<file path="src/rtl/serial_adder.sv">
// Digit-serial adder/subtractor: one DIGIT-bit adder slice and a registered carry,
// LSB digit first, with a start/busy/done handshake.
module serial_adder #(
    parameter int WIDTH = 16,
    parameter int DIGIT = 4
) (
    input  logic             i_clk,
    input  logic             i_rst_n,
    input  logic             i_start,
    input  logic [WIDTH-1:0] i_a,
    input  logic [WIDTH-1:0] i_b,
    input  logic             i_cin,
    input  logic             i_sub,
    output logic             o_busy,
    output logic             o_done,
    output logic [WIDTH-1:0] o_sum,
    output logic             o_cout,
    output logic             o_ovf
);

    localparam int STEPS = WIDTH / DIGIT;
    localparam int CNTW  = (STEPS > 1) ? $clog2(STEPS) : 1;

    generate
        if (DIGIT < 1 || DIGIT > WIDTH || (WIDTH % DIGIT) != 0) begin : g_badParam
            $error("serial_adder: DIGIT must lie in 1..WIDTH and divide WIDTH exactly");
        end
    endgenerate

    typedef enum logic [1:0] {
        S_IDLE,
        S_RUN,
        S_DONE
    } state_t;

    state_t           r_state;
    state_t           w_nextState;
    logic [WIDTH-1:0] r_a;
    logic [WIDTH-1:0] r_b;
    logic [WIDTH-1:0] r_acc;
    logic             r_carry;
    logic             r_aMsb;
    logic             r_bMsb;
    logic [CNTW-1:0]  r_cnt;
    logic [WIDTH-1:0] r_sum;
    logic             r_cout;
    logic             r_ovf;

    logic [DIGIT:0]   w_digitSum;
    logic [WIDTH-1:0] w_accNext;
    logic             w_lastStep;

    assign w_digitSum = {1'b0, r_a[DIGIT-1:0]} + {1'b0, r_b[DIGIT-1:0]} + {{DIGIT{1'b0}}, r_carry};
    // Each new digit enters at the MSB end, so after STEPS shifts the LSB digit sits at bit 0.
    assign w_accNext  = (r_acc >> DIGIT) | (WIDTH'(w_digitSum[DIGIT-1:0]) << (WIDTH - DIGIT));
    assign w_lastStep = (r_cnt == CNTW'(STEPS - 1));

    assign o_sum  = r_sum;
    assign o_cout = r_cout;
    assign o_ovf  = r_ovf;

    always_ff @(posedge i_clk or negedge i_rst_n) begin
        if (!i_rst_n) begin
            r_state <= S_IDLE;
        end else begin
            r_state <= w_nextState;
        end
    end

    always_comb begin
        w_nextState = r_state;
        o_busy      = 1'b0;
        o_done      = 1'b0;
        case (r_state)
            S_IDLE: begin
                if (i_start) begin
                    w_nextState = S_RUN;
                end
            end
            S_RUN: begin
                o_busy = 1'b1;
                if (w_lastStep) begin
                    w_nextState = S_DONE;
                end
            end
            S_DONE: begin
                o_done      = 1'b1;
                w_nextState = S_IDLE;
            end
            default: w_nextState = S_IDLE;
        endcase
    end

    // Subtraction is A + ~B + 1; the operand MSBs are kept because the shift registers lose them.
    always_ff @(posedge i_clk or negedge i_rst_n) begin
        if (!i_rst_n) begin
            r_a     <= '0;
            r_b     <= '0;
            r_acc   <= '0;
            r_carry <= 1'b0;
            r_aMsb  <= 1'b0;
            r_bMsb  <= 1'b0;
            r_cnt   <= '0;
            r_sum   <= '0;
            r_cout  <= 1'b0;
            r_ovf   <= 1'b0;
        end else begin
            case (r_state)
                S_IDLE: begin
                    if (i_start) begin
                        r_a     <= i_a;
                        r_b     <= i_sub ? ~i_b : i_b;
                        r_carry <= i_sub | i_cin;
                        r_aMsb  <= i_a[WIDTH-1];
                        r_bMsb  <= i_sub ? ~i_b[WIDTH-1] : i_b[WIDTH-1];
                        r_acc   <= '0;
                        r_cnt   <= '0;
                    end
                end
                S_RUN: begin
                    r_acc   <= w_accNext;
                    r_carry <= w_digitSum[DIGIT];
                    r_a     <= r_a >> DIGIT;
                    r_b     <= r_b >> DIGIT;
                    r_cnt   <= r_cnt + 1'b1;
                    if (w_lastStep) begin
                        r_sum  <= w_accNext;
                        r_cout <= w_digitSum[DIGIT];
                        r_ovf  <= (r_aMsb == r_bMsb) && (w_accNext[WIDTH-1] != r_aMsb);
                    end
                end
                default: ;
            endcase
        end
    end

endmodule

</file>
<file path="config.mk">
export PLATFORM = sky130hd
export DESIGN_NAME = serial_adder
export DESIGN_NICKNAME = d
export VERILOG_FILES = /design/src/rtl/serial_adder.sv
export SDC_FILE = /design/constraint.sdc
export NUM_CORES = 1
export LEC_CHECK = 0
export CAP_MARGIN = 10
export CORE_ASPECT_RATIO = 2
export CORE_MARGIN = 10
export CORE_UTILIZATION = 41
export CTS_BUF_LIST = sky130_fd_sc_hd__clkbuf_8
export DETAILED_ROUTE_END_ITERATION = 6
export PLACE_DENSITY = 0.65
export SKIP_CTS_REPAIR_TIMING = 1
export SLEW_MARGIN = 20
export SYNTH_ARGS = -nofsm -noshare
export SYNTH_HDL_FRONTEND = slang
export SYNTH_SLANG_ARGS = --single-unit
</file>
<file path="constraint.sdc">
create_clock -name i_clk -period 2.7 [get_ports i_clk]
set_clock_uncertainty 0.1 [all_clocks]
set_input_delay 0.405 -clock i_clk [delete_from_list [all_inputs] [get_ports i_clk]]
set_output_delay 0.405 -clock i_clk [all_outputs]
set_load 0.01 [all_outputs]
</file>
==> flow_metrics.env <==
export IMPL_dieWidth_um=81.5
export IMPL_setup_tns_ps=0
export IMPL_fmax_mhz=430
export IMPL_drc_errors=0
export IMPL_p_comb_frac=0.418
export IMPL_fin_crit_ps=2320
export IMPL_seqPwrFrac=0.393
export IMPL_setup_viol=0
export IMPL_initial_core_util=0.423
export IMPL_outcome="finished clean"
export IMPL_power_switching_uw=1590
export IMPL_syn_num_nets=307
export IMPL_rsz0062_at_grt="false"
export IMPL_first_pass_iters=4
export IMPL_ys_types=34
export IMPL_rrSetupSlack_ps=740
export IMPL_max_cap_violations=0
export IMPL_min_path_cells=2
export IMPL_num_antenna_cells=0
export IMPL_path_clk_slew_ps=70
export IMPL_holdCritPathClass="reg2reg"
export IMPL_drive_gt1_frac=0.135
export IMPL_reg2reg_to="r_carry$_DFFE_PN0P_"
export IMPL_path_max_fanout=27
export IMPL_pin_count=57
export IMPL_routedWlPerCell_um=15.5
export IMPL_grt_usage=0.121
export IMPL_cts_sinks=69
export IMPL_first_iter_violations=76
export IMPL_multi_input_area_mm2=0.00126
export IMPL_nets=364
export IMPL_fillCellCount=669
export IMPL_syn_area_per_cell_um2=11.7
export IMPL_tightest_slew_ps=379
export IMPL_insertion_delay_ps=340
export IMPL_finalNonFillerCells=418
export IMPL_cts_tree="built"
export IMPL_ys_warnings_count=0
export IMPL_place_ws_ps=750
export IMPL_grt_pass1_wl_mm=10.7
export IMPL_dp_cells=401
export IMPL_grt_max_degree=73
export IMPL_critPathRequiredTime_ps=2190
export IMPL_core_area_mm2=0.00732
export IMPL_cts_buffers=9
export IMPL_grt_pass1_vias=2240
export IMPL_clockRootBuffer="clkbuf_8"
export IMPL_clk_path_buf_depth=2
export IMPL_crit_type="reg2out"
export IMPL_routed_wl_mm=6.48
export IMPL_vias_per_cell=4.97
export IMPL_slew_viol_final=0
export IMPL_vias=2077
export IMPL_swShare=0.349
export IMPL_post_route_worst_setup_slack_ps=377
export IMPL_leakagePower_uw=0.00179
export IMPL_fp_dieArea_mm2=0.0116
export IMPL_postRouteAntennaNets=0
export IMPL_crit_path_start_kind="register"
export IMPL_arrival_ps=1820
export IMPL_r2r_start="r_a[0]$_DFFE_PN0P_"
export IMPL_p_per_area_mw_per_mm2=1150
export IMPL_htreeDepth=3
export IMPL_grt_overflow=0
export IMPL_hold_viol=0
export IMPL_p_clk_frac=0.189
export IMPL_p_int_uw=2960
export IMPL_holdCritStartpoint="r_a[6]$_DFFE_PN0P_"
export IMPL_synthCells=264
export IMPL_slew_headroom=0.747
export IMPL_irDropWorstVdd_mv=0.452
export IMPL_synth_cell_area_mm2=0.00310
export IMPL_synth_seq_cells=69
export IMPL_die_y_um=143
export IMPL_dp_hpwl_mm=4.73
export IMPL_seqCellArea_mm2=0.00173
export IMPL_portBuffers=56
export IMPL_period_share=0.860
export IMPL_worstRegToRegCells=5
export IMPL_antenna_found_initial=0
export IMPL_end_kind="primary output"
export IMPL_areaGrowthSynthToFinish_pct=27.7
export IMPL_worstHoldEndpoint="r_a[6]$_DFFE_PN0P_"
export IMPL_rows=44
export IMPL_seq_area_frac_synth=0.557
export IMPL_place_congestion=0.769
## power by group through the flow
stage                     Combinational (µW)  Clock, µW  Sequential, µW
after floorplan                         1300          0            1780
after global placement                  1900          0            1800
after detailed placement                1940          0            1820
after CTS                               1950        887            1800
after global routing                    2120        928            1860
final                                   1900        859            1790
## synthesized netlist by cell type (all sizes together)
master | n | area, µm²
or3 | 1 | 6.26
nand2b | 1 | 13.8
a21o | 2 | 15.0
nand2 | 33 | 131
clkbuf | 2 | 7.51
nor4 | 1 | 6.26
fa | 2 | 40.0
o21ai | 29 | 145
a221oi | 1 | 8.76
o211ai | 1 | 7.51
mux2 | 16 | 199
ha | 4 | 50.1
xor2 | 4 | 35.0
nor2 | 12 | 45.0
mux2i | 12 | 120
a211o | 1 | 8.76
nor3b | 3 | 22.5
a22o | 19 | 166
xnor2 | 14 | 123
buf | 14 | 93.8
nand3 | 2 | 10.0
a21oi | 14 | 73.8
inv | 4 | 17.5
dfrtp | 69 | 1730
o21bai | 2 | 18.8
and2b | 1 | 7.51
## sequential cells by signal, summed over array words and instances (netlist names)
name     flops
r_aMsb       1
r_acc       12
o_cout       1
o_ovf        1
r_cnt        2
r_a         16
r_carry      1
r_state      2
r_b         16
o_sum       16
r_bMsb       1
## routing by layer
layer  wire length [µm]  share of wire  vias to the layer above  global-route usage
li1                   -              -                     1026                   -
met4                116          0.018                        0              0.0495
met5                  0              0                        -                   0
met3                293          0.045                       10              0.0390
met1               2520           0.39                     1000               0.129
met2               3550           0.55                       41               0.208
## cell usage in the layout, fill, tap and decap left out, types with 2 or more instances in the layout
cell type        count
nor3b_1              3
fa_1                 2
xnor2_1             14
nand2_1             32
mux2_4               5
a22o_1              19
nor2_1              12
clkinv_2             3
inv_1                2
xor2_1               4
buf_4                3
buf_12               2
mux2_2              11
clkdlybuf4s50_1     55
mux2i_1             12
a21o_1               2
ha_1                 4
nand3_1              2
dfrtp_1             69
o21ai_0             29
clkbuf_8            12
a21oi_1             13
## worst max-delay path by stage
stage	start	endpoint	slack, ps	depth (start not counted)
final	r_state[1]$_DFFE_PN0P_	o_busy	380	3
after global routing	r_state[0]$_DFFE_PN0P_	o_busy	290	3
after CTS	r_state[1]$_DFFE_PN0P_	o_busy	350	3
after detailed placement	r_a[0]$_DFFE_PN0P_	o_cout$_DFFE_PN0P_	750	5
after global placement	i_start	r_aMsb$_DFFE_PN0P_	760	4
after floorplan	r_a[0]$_DFFE_PN0P_	r_carry$_DFFE_PN0P_	820	5
## cell type report
| class | count | area share |
|---|---|---|
| Multi-Input combinational cell | 175 | 0.319 |
| Tap cell | 92 | 0.0291 |
| Sequential cell | 69 | 0.436 |
| Inverter | 4 | 0.00442 |
| Timing Repair Buffer | 62 | 0.159 |
| Clock buffer | 12 | 0.0417 |
| Clock inverter | 4 | 0.0114 |
## worst max-delay path: stages, from the launching register on
cell and delay, ps:
dfrtp_1 410, nand2b_4 170, inv_4 280, clkdlybuf4s50_1 610
## metrics by stage
stage                util  total power [µW]  area, µm²  hold slack [ps]
floorplan               -              3080       3100             9.41
global placement    0.511              3700       3740              359
detailed placement  0.511              3760       3740              359
CTS                 0.539              4640       3950            -13.2
global route        0.541              4910       3960              409
finish              0.541              4550       3960              381
## cells by family after synthesis
group,share of synthesized area
AO/OA/AOI/OAI,0.143
flip-flops,0.557
adder cells (fa/ha/maj),0.0291
buffers and inverters,0.0384
multiplexers,0.103
AND/OR/NAND/NOR,0.0783
XOR/XNOR,0.0509
No activity file was read; power rests on OpenSTA's default activity.
